$ cat config.mk
export PLATFORM = sky130hd
export DESIGN_NAME = ring_shift_counter
export DESIGN_NICKNAME = d
export VERILOG_FILES = /design/src/rtl/ring_pkg.sv /design/src/rtl/ring_state_check.sv /design/src/rtl/ring_shift_counter.sv
export SDC_FILE = /design/constraint.sdc
export NUM_CORES = 1
export LEC_CHECK = 0
export ABC_AREA = 1
export BUFFER_PORTS_ARGS = -buffer_cell sky130_fd_sc_hd__buf_2
export CAP_MARGIN = 30
export CORE_MARGIN = 5
export CORE_UTILIZATION = 40
export CTS_BUF_LIST = sky130_fd_sc_hd__clkbuf_4 sky130_fd_sc_hd__clkbuf_8 sky130_fd_sc_hd__clkbuf_16
export CTS_CLUSTER_SIZE = 8
export DETAILED_ROUTE_END_ITERATION = 10
export PLACE_DENSITY = 0.63
export RECOVER_POWER = 100
export SETUP_SLACK_MARGIN = 0.3
export SYNTH_ARGS = -nofsm -noshare
export SYNTH_HDL_FRONTEND = slang
export SYNTH_SLANG_ARGS = --single-unit
export TNS_END_PERCENT = 20
$ cat constraint.sdc
create_clock -name clk -period 2.4 [get_ports clk]
set_input_delay 0.24 -clock clk [delete_from_list [all_inputs] [get_ports clk]]
set_output_delay 0.24 -clock clk [all_outputs]
set_load 0.005 [all_outputs]
$ cat src/rtl/ring_pkg.sv
// rtl/ring_pkg.sv - shared mode encoding for the ring/shift counter
package ring_pkg;

  typedef enum logic [1:0] {
    MODE_SHIFT   = 2'b00,
    MODE_RING    = 2'b01,
    MODE_JOHNSON = 2'b10,
    MODE_HOLD    = 2'b11
  } mode_t;

endpackage

$ cat src/rtl/ring_state_check.sv
// rtl/ring_state_check.sv - legality and seed detection for a counter state
module ring_state_check
  import ring_pkg::*;
#(
  parameter int WIDTH = 6
) (
  input  logic [WIDTH-1:0] s,
  input  logic [1:0]       mode,
  input  logic             dir,
  output logic             err,
  output logic             is_seed
);

  mode_t            m;
  logic [5:0]       trans_cnt;
  logic [WIDTH-1:0] ring_seed;

  assign m = mode_t'(mode);

  // A ring state must be one-hot; a Johnson state has at most one 0/1 boundary
  always_comb begin
    trans_cnt = '0;
    for (int i = 0; i < WIDTH - 1; i++) begin
      trans_cnt = trans_cnt + 6'(s[i] ^ s[i+1]);
    end
    ring_seed = dir ? {{(WIDTH-1){1'b0}}, 1'b1} : {1'b1, {(WIDTH-1){1'b0}}};
    err     = 1'b0;
    is_seed = 1'b0;
    case (m)
      MODE_RING: begin
        err     = !$onehot(s);
        is_seed = (s == ring_seed);
      end
      MODE_JOHNSON: begin
        err     = (trans_cnt > 6'd1);
        is_seed = (s == '0);
      end
      default: begin
        err     = 1'b0;
        is_seed = 1'b0;
      end
    endcase
  end

endmodule

$ cat src/rtl/ring_shift_counter.sv
// rtl/ring_shift_counter.sv - configurable shift/ring/Johnson counter with load and self-correction
module ring_shift_counter
  import ring_pkg::*;
#(
  parameter int WIDTH    = 6,
  parameter bit AUTO_FIX = 1'b1
) (
  input  logic             clk,
  input  logic             reset,
  input  logic             en,
  input  logic [1:0]       mode,
  input  logic             dir,
  input  logic             x,
  input  logic             load,
  input  logic [WIDTH-1:0] d,
  output logic [WIDTH-1:0] s,
  output logic             sout,
  output logic             wrap,
  output logic             err
);

  mode_t            m;
  logic             fb;
  logic             nb;
  logic             step;
  logic             fix;
  logic             seed_hit;
  logic [WIDTH-1:0] shifted;
  logic [WIDTH-1:0] seed;
  // Seed detection on the current state is not needed: wrap looks at the next state
  logic             unused_cur_is_seed;

  assign m = mode_t'(mode);

  ring_state_check #(
    .WIDTH (WIDTH)
  ) u_check (
    .s       (s),
    .mode    (mode),
    .dir     (dir),
    .err     (err),
    .is_seed (unused_cur_is_seed)
  );

  // Next-state candidate: bit leaving, bit entering, shifted value and the mode seed
  always_comb begin
    fb = dir ? s[WIDTH-1] : s[0];
    case (m)
      MODE_SHIFT:   nb = x;
      MODE_RING:    nb = fb;
      MODE_JOHNSON: nb = ~fb | x;
      default:      nb = fb;
    endcase
    shifted  = dir ? {s[WIDTH-2:0], nb} : {nb, s[WIDTH-1:1]};
    seed     = '0;
    if (m == MODE_RING) begin
      seed = dir ? {{(WIDTH-1){1'b0}}, 1'b1} : {1'b1, {(WIDTH-1){1'b0}}};
    end
    step     = en && (m != MODE_HOLD);
    // Force-one in Johnson mode deliberately builds states that may look illegal
    fix      = AUTO_FIX && err && !((m == MODE_JOHNSON) && x);
    seed_hit = ((m == MODE_RING) || (m == MODE_JOHNSON)) && (shifted == seed);
  end

  // State, serial-out and wrap registers: reset > load > step > hold
  always_ff @(posedge clk) begin
    if (reset) begin
      s    <= '0;
      sout <= 1'b0;
      wrap <= 1'b0;
    end else if (load) begin
      s    <= d;
      sout <= 1'b0;
      wrap <= 1'b0;
    end else if (step) begin
      if (fix) begin
        s    <= seed;
        sout <= 1'b0;
        wrap <= 1'b0;
      end else begin
        s    <= shifted;
        sout <= fb;
        wrap <= seed_hit;
      end
    end else begin
      wrap <= 1'b0;
    end
  end

endmodule

==> metrics.txt, run 1 <==
Max Root-Sink Buffers 2; initial antenna violation count 0; Setup CP Type flip-flop to primary output; Clock Skew 0.00854 ns; I/O Buffers 22; Nets 187; H-tree depth 1; Synth-to-Final Area Change 37.3%; DR WL/cell 12.3 um; Setup WS post-layout 0.112 ns; DRC violations left 0; DIE WIDTH 55.9 um; leading cell types in the layout, fill and taps excluded nand2_1 (32), buf_2 (21), inv_1 (13), nor2_1 (12), buf_4 (9); Yosys warnings 0; FMAX 0.437 GHz; worst skew pair latency 0.27 ns; PwrDens 429 nW/um^2; # IOs 23; Layout fillers 196; hpwl dp 1.78 mm; post-route cell area 1160 um^2; Yosys reg bits 8; global-route wire length before repair 3.63 mm; setup TNS 0 ns; status finished clean; placer congestion estimate 0.883; Synth Cell Area 842 um^2; clock-pin slew on the worst setup and hold paths 0.06 ns; Via density 5.12; antenna cells 0; most common cell after layout, fill and taps aside nand2_1; critical path startpoint category flip-flop; Tightest Pin Transition 0.426 ns; CTS Buf Count 3; Cell Rows 16; CTS root buf clkbuf_4; Final ANT Viol Nets 0; syn_area_per_cell 6.58 um^2; first drt pass iteration count 4; Peak VDD IR 0.000258 V; final WL 2.28 mm; setup slack at placement 0.181 ns; crit end category primary output; TritonCTS clock tree done; Hold Violations, Final 0; CP required 2.16 ns; RSZ-0062 raised after global routing true; count of cell types in the netlist 22; DR vias 952; worst hold path type primary input to flip-flop; global-route usage over all layers 0.142; total of max-cap violations 0; CP Max Fanout 2; largest net degree at the start of global routing 14; minimum clock period 2.29 ns; full die area 3120 um^2; cells after synthesis 128; vias in the first global route 840; max-slew violation count 0; final setup fails 0; relative slew slack 0.716; chip height 55.9 um; Final Util 0.583; DRT iter0 DRCs 40; share of cells above drive strength 1 0.365; Initial Utilization 0.425; crit path DAT 2.05 ns; Post-Place Cell Area 1010 um^2; Core Region 1980 um^2; clk sink count 8; GR Overflow Total 0; register area share after synthesis 0.190; Leak 0.563 nW; Tcrit/Tclk final 0.954; syn_nets 154
timing repair:
action,in CTS,in global routing
setup endpoints to repair,9,9
pin swaps,13,8
gates resized for setup,13,14
hold buffers,0,0
buffers inserted,5,0
endpoints found under the hold margin,0,0
critical path, stage by stage (launching register included):
cell and delay [ns]:
dfxtp_1 0.36, ha_4 0.18, fa_1 0.52, ha_4 0.30, nor2_4 0.03, nand3_2 0.06
nand2_2 0.06, a21oi_2 0.15, buf_2 0.13
layer usage:
metal  GRT usage  up-vias  part of all wire
li1            -      475                 -
met1       0.173      439              0.42
met2       0.243       31              0.49
met3      0.0232        7             0.065
met4      0.0610        0             0.021
met5           0        -                 0
kinds of logic (layout without fill, tap and decap cells):
family / after synthesis / in the layout / synth area share
xor gates and xnor gates: 2 / 2 / 0.0208
muxes: 1 / 1 / 0.0119
adders and majority gates: 12 / 12 / 0.205
buffers and inverters: 21 / 52 / 0.108
AOI/OAI and AO/OA: 15 / 15 / 0.0936
DFF: 8 / 8 / 0.190
and+or+nand+nor: 69 / 69 / 0.370
sequential cells by signal, indices dropped and copies added (netlist names):
signal	count
wrap	1
sout	1
s	6
final cells by class:
type                       count  area (um^2)  share of cell area
timing repair buffer          31          176               0.153
tap                           27         33.8              0.0292
multi-input combinational     99          688               0.595
inverter                      18         67.6              0.0584
sequential                     8          168               0.145
clock buffer                   3         22.5              0.0195
synth_stat cells, drive strengths merged:
cell   number  area share
a31oi       3       0.022
nand2      37        0.16
a21oi       8       0.048
nand3       9       0.068
or2         2       0.018
nor3        3       0.024
nor2       13       0.058
inv        18       0.080
o21ai       4       0.024
xor2        2       0.021
buf         3       0.028
dfxtp       8        0.19
fa          3       0.071
nand4       5       0.037
ha          9        0.13
mux2i       1       0.012
path summary, 6_finish.rpt:
| kind | cells after the start | startpoint | slack (ns) | endpoint |
|---|---|---|---|---|
| max | 8 | s[5]$_SDFFE_PP0P_ | 0.11 | err |
| max reg2reg | 13 | s[4]$_SDFFE_PP0P_ | 0.18 | s[5]$_SDFFE_PP0P_ |
| min | 2 | reset | 0.22 | s[5]$_SDFFE_PP0P_ |
| min reg2reg | 2 | sout$_SDFFE_PP0P_ | 0.46 | sout$_SDFFE_PP0P_ |
power by group:
| part | internal, mW | switching, mW | leakage (nW) | total, mW |
|---|---|---|---|---|
| sequential | 0.140 | 0.0110 | 0.0670 | 0.151 |
| combinational | 0.107 | 0.127 | 0.482 | 0.233 |
| clock | 0.0578 | 0.0535 | 0.0138 | 0.111 |
per-stage QoR:
step                std cells  hold slack [ns]  power, mW
floorplan                 128            0.302      0.275
global placement          178            0.451      0.328
detailed placement        178            0.450      0.331
CTS                       186            0.226      0.459
global route              186            0.235      0.528
finish                    186            0.222      0.496
No activity file was read; power rests on OpenSTA's default activity.
==> inputs of run 2 (changes only) <==
--- a/config.mk
+++ b/config.mk
@@ -5,7 +5,6 @@
 export SDC_FILE = /design/constraint.sdc
 export NUM_CORES = 1
 export LEC_CHECK = 0
-export ABC_AREA = 1
 export BUFFER_PORTS_ARGS = -buffer_cell sky130_fd_sc_hd__buf_2
 export CAP_MARGIN = 30
 export CORE_MARGIN = 5
==> run 2 against run 1 <==
  * The run now ends with setup timing left
  * Worst setup slack got worse by 0.20 ns
  * Clock power fell by 5%
  * First-iteration DRC count fell by 70%
  * Synthesized cell count fell by 22%
  * Largest power group unchanged
  * Cell area rose by 2.9%
  * Area after synthesis rose by 0.74%
  * Critical endpoint is now s[5]$_SDFFE_PP0P_
==> metrics.txt, run 2 <==
EDFF count, synth 0; TritonCTS clock tree done; global-route wire length before repair 3.88 mm; initial antenna violation count 0; CTS root buf clkbuf_4; DR WL/cell 15.3 um; Yosys reg bits 8; post-route cell area 1190 um^2; full die area 3140 um^2; CP Max Fanout 3; final WL 2.43 mm; DR vias 910; register area 171 um^2; syn_area_per_cell 8.48 um^2; DRC violations left 0; failing checks setup timing; share of cells above drive strength 1 0.409; syn_nets 126; total of max-cap violations 0; Synth-to-Final Area Change 40.3%; CP required 2.54 ns; GR Overflow Total 0; Via density 5.72; multi-input logic area 728 um^2; FMAX 0.401 GHz; worst hold path type primary input to flip-flop; Tightest Pin Transition 0.576 ns; Tcrit/Tclk final 1.04; setup TNS -0.195 ns; leading cell types in the layout, fill and taps excluded buf_2 (22), buf_4 (12), inv_1 (9); Post-Place Cell Area 1090 um^2; largest net degree at the start of global routing 17; Commonest cells post-synth ha_1 (9), inv_1 (9), dfxtp_1 (8), a21oi_1 (6), nor2b_1 (6); crit path DAT 2.63 ns; antenna cells 0; Max Root-Sink Buffers 2; Nets 160; Slowest Stage Delay on Critical Path 0.41 ns; crit end category flip-flop; H-tree depth 1; placer congestion estimate 0.829; RSZ-0062 raised after global routing true; CTS Buf Count 3; Leak 0.547 nW; clock-pin slew on the worst setup and hold paths 0.06 ns; Reg with most FFs s; PwrDens 413 nW/um^2; largest cells by area after synthesis dfxtp_1 (19%), ha_1 (13%), fa_1 (7.1%), mux2i_1 (4.7%), a22oi_1 (4.4%); cells after synthesis 100; Slowest cell on crit path fa_1; Yosys warnings 0; largest registers s: 6 flops, sout: 1 flops, wrap: 1 flops; ys async rst share 0; Yosys top cell by area dfxtp_1; Cell Rows 16; cells along the critical path ha_4 > fa_1 > ha_1 > a211o_1 > a2111o_1 > a221oi_2 > a211oi_1; most common cell after layout, fill and taps aside buf_2; DIE WIDTH 56.1 um; global-route usage over all layers 0.151; final setup fails 3; register area share after synthesis 0.189; max-slew violation count 0; vias in the first global route 831; Hold Violations, Final 0; Top FF cell, synth dfxtp_1; Initial Utilization 0.428; Final Util 0.600; critical path startpoint category flip-flop; # IOs 23; minimum clock period 2.49 ns; CP bufs+invs 0; count of cell types in the netlist 34; chip height 56.1 um; Final ANT Viol Nets 0; relative slew slack 0.606; Setup CP Type flip-flop to flip-flop; Layout fillers 175; I/O Buffers 22; clk sink count 8; worst skew pair latency 0.26 ns; max reg flops 6; total power 0.492 mW; Clock Skew 0.00314 ns; cell family with most CP delay compound AO/OA/AOI/OAI gates; share of Yosys cell area claimed by the top area cell type 0.189; hpwl dp 1.88 mm; Synth Cell Area 848 um^2; Core Region 1980 um^2; DRT iter0 DRCs 12; status complete, but fails checks; Setup WS post-layout -0.0912 ns; first drt pass iteration count 4; Peak VDD IR 0.000297 V
==> run 2: changes by cell type in the layout (fill, tap and decap cells not counted), sizes merged, moves of 4 or more <==
cell,delta
nor2,-9
nand2,-36
inv,-9
buf,+4
o22ai,+4
nand4,-5
nor2b,+6
nand3,-4
a22oi,+5
==> run 2: power by group <==
| group | leakage (nW) | internal [mW] | switching [mW] |
|---|---|---|---|
| sequential | 0.0680 | 0.141 | 0.00944 |
| combinational | 0.466 | 0.114 | 0.121 |
| clock | 0.0138 | 0.0574 | 0.0483 |
==> run 2: path summary, 6_finish.rpt <==
| path | startpoint | end | slack, ns | cells after the start |
|---|---|---|---|---|
| worst min register to register | sout$_SDFFE_PP0P_ | sout$_SDFFE_PP0P_ | 0.55 | 2 |
| worst max register to register | s[1]$_SDFFE_PP0P_ | s[5]$_SDFFE_PP0P_ | -0.09 | 7 |
| worst min-delay path | reset | s[0]$_SDFFE_PP0P_ | 0.27 | 2 |
| worst max-delay path | s[1]$_SDFFE_PP0P_ | s[5]$_SDFFE_PP0P_ | -0.09 | 7 |
==> run 2: final cells by class <==
| cell class | count | area share |
|---|---|---|
| multi-input cells | 78 | 0.612 |
| repair buffers | 34 | 0.168 |
| inverters | 9 | 0.0284 |
| clock buffers | 3 | 0.0189 |
| flip-flops and latches | 8 | 0.144 |
| well taps | 27 | 0.0284 |
==> run 2: logic make-up after synthesis <==
family	synth area share
compound gates	0.279
mux	0.0472
simple gates	0.180
flops	0.189
fa+ha+maj	0.204
buf+inv	0.0708
xor+xnor	0.0310
==> run 2: through the flow <==
step                      setup WS, ns  instances  hold WS (ns)
after floorplan                -0.0880        100         0.455
after global placement          -0.105        156         0.521
after detailed placement        -0.113        156         0.528
after CTS                      -0.0706        159         0.254
after global routing            -0.173        159         0.278
final                          -0.0912        159         0.269
==> run 2: per-layer routing <==
metal / GRT usage / up-vias / share of wire
li1: - / 436 / -
met1: 0.187 / 440 / 0.41
met2: 0.259 / 34 / 0.52
met3: 0.0510 / 0 / 0.062
met4: 0.0203 / 0 / 0
met5: 0 / - / 0
==> run 2: timing repair <==
| item | 4_1_cts | 5_1_grt |
|---|---|---|
| hold buffers | 0 | 0 |
| gates resized for setup | 8 | 6 |
| pin swaps | 10 | 1 |
| endpoints found under the setup margin | 9 | 9 |
| buffers inserted | 0 | 0 |
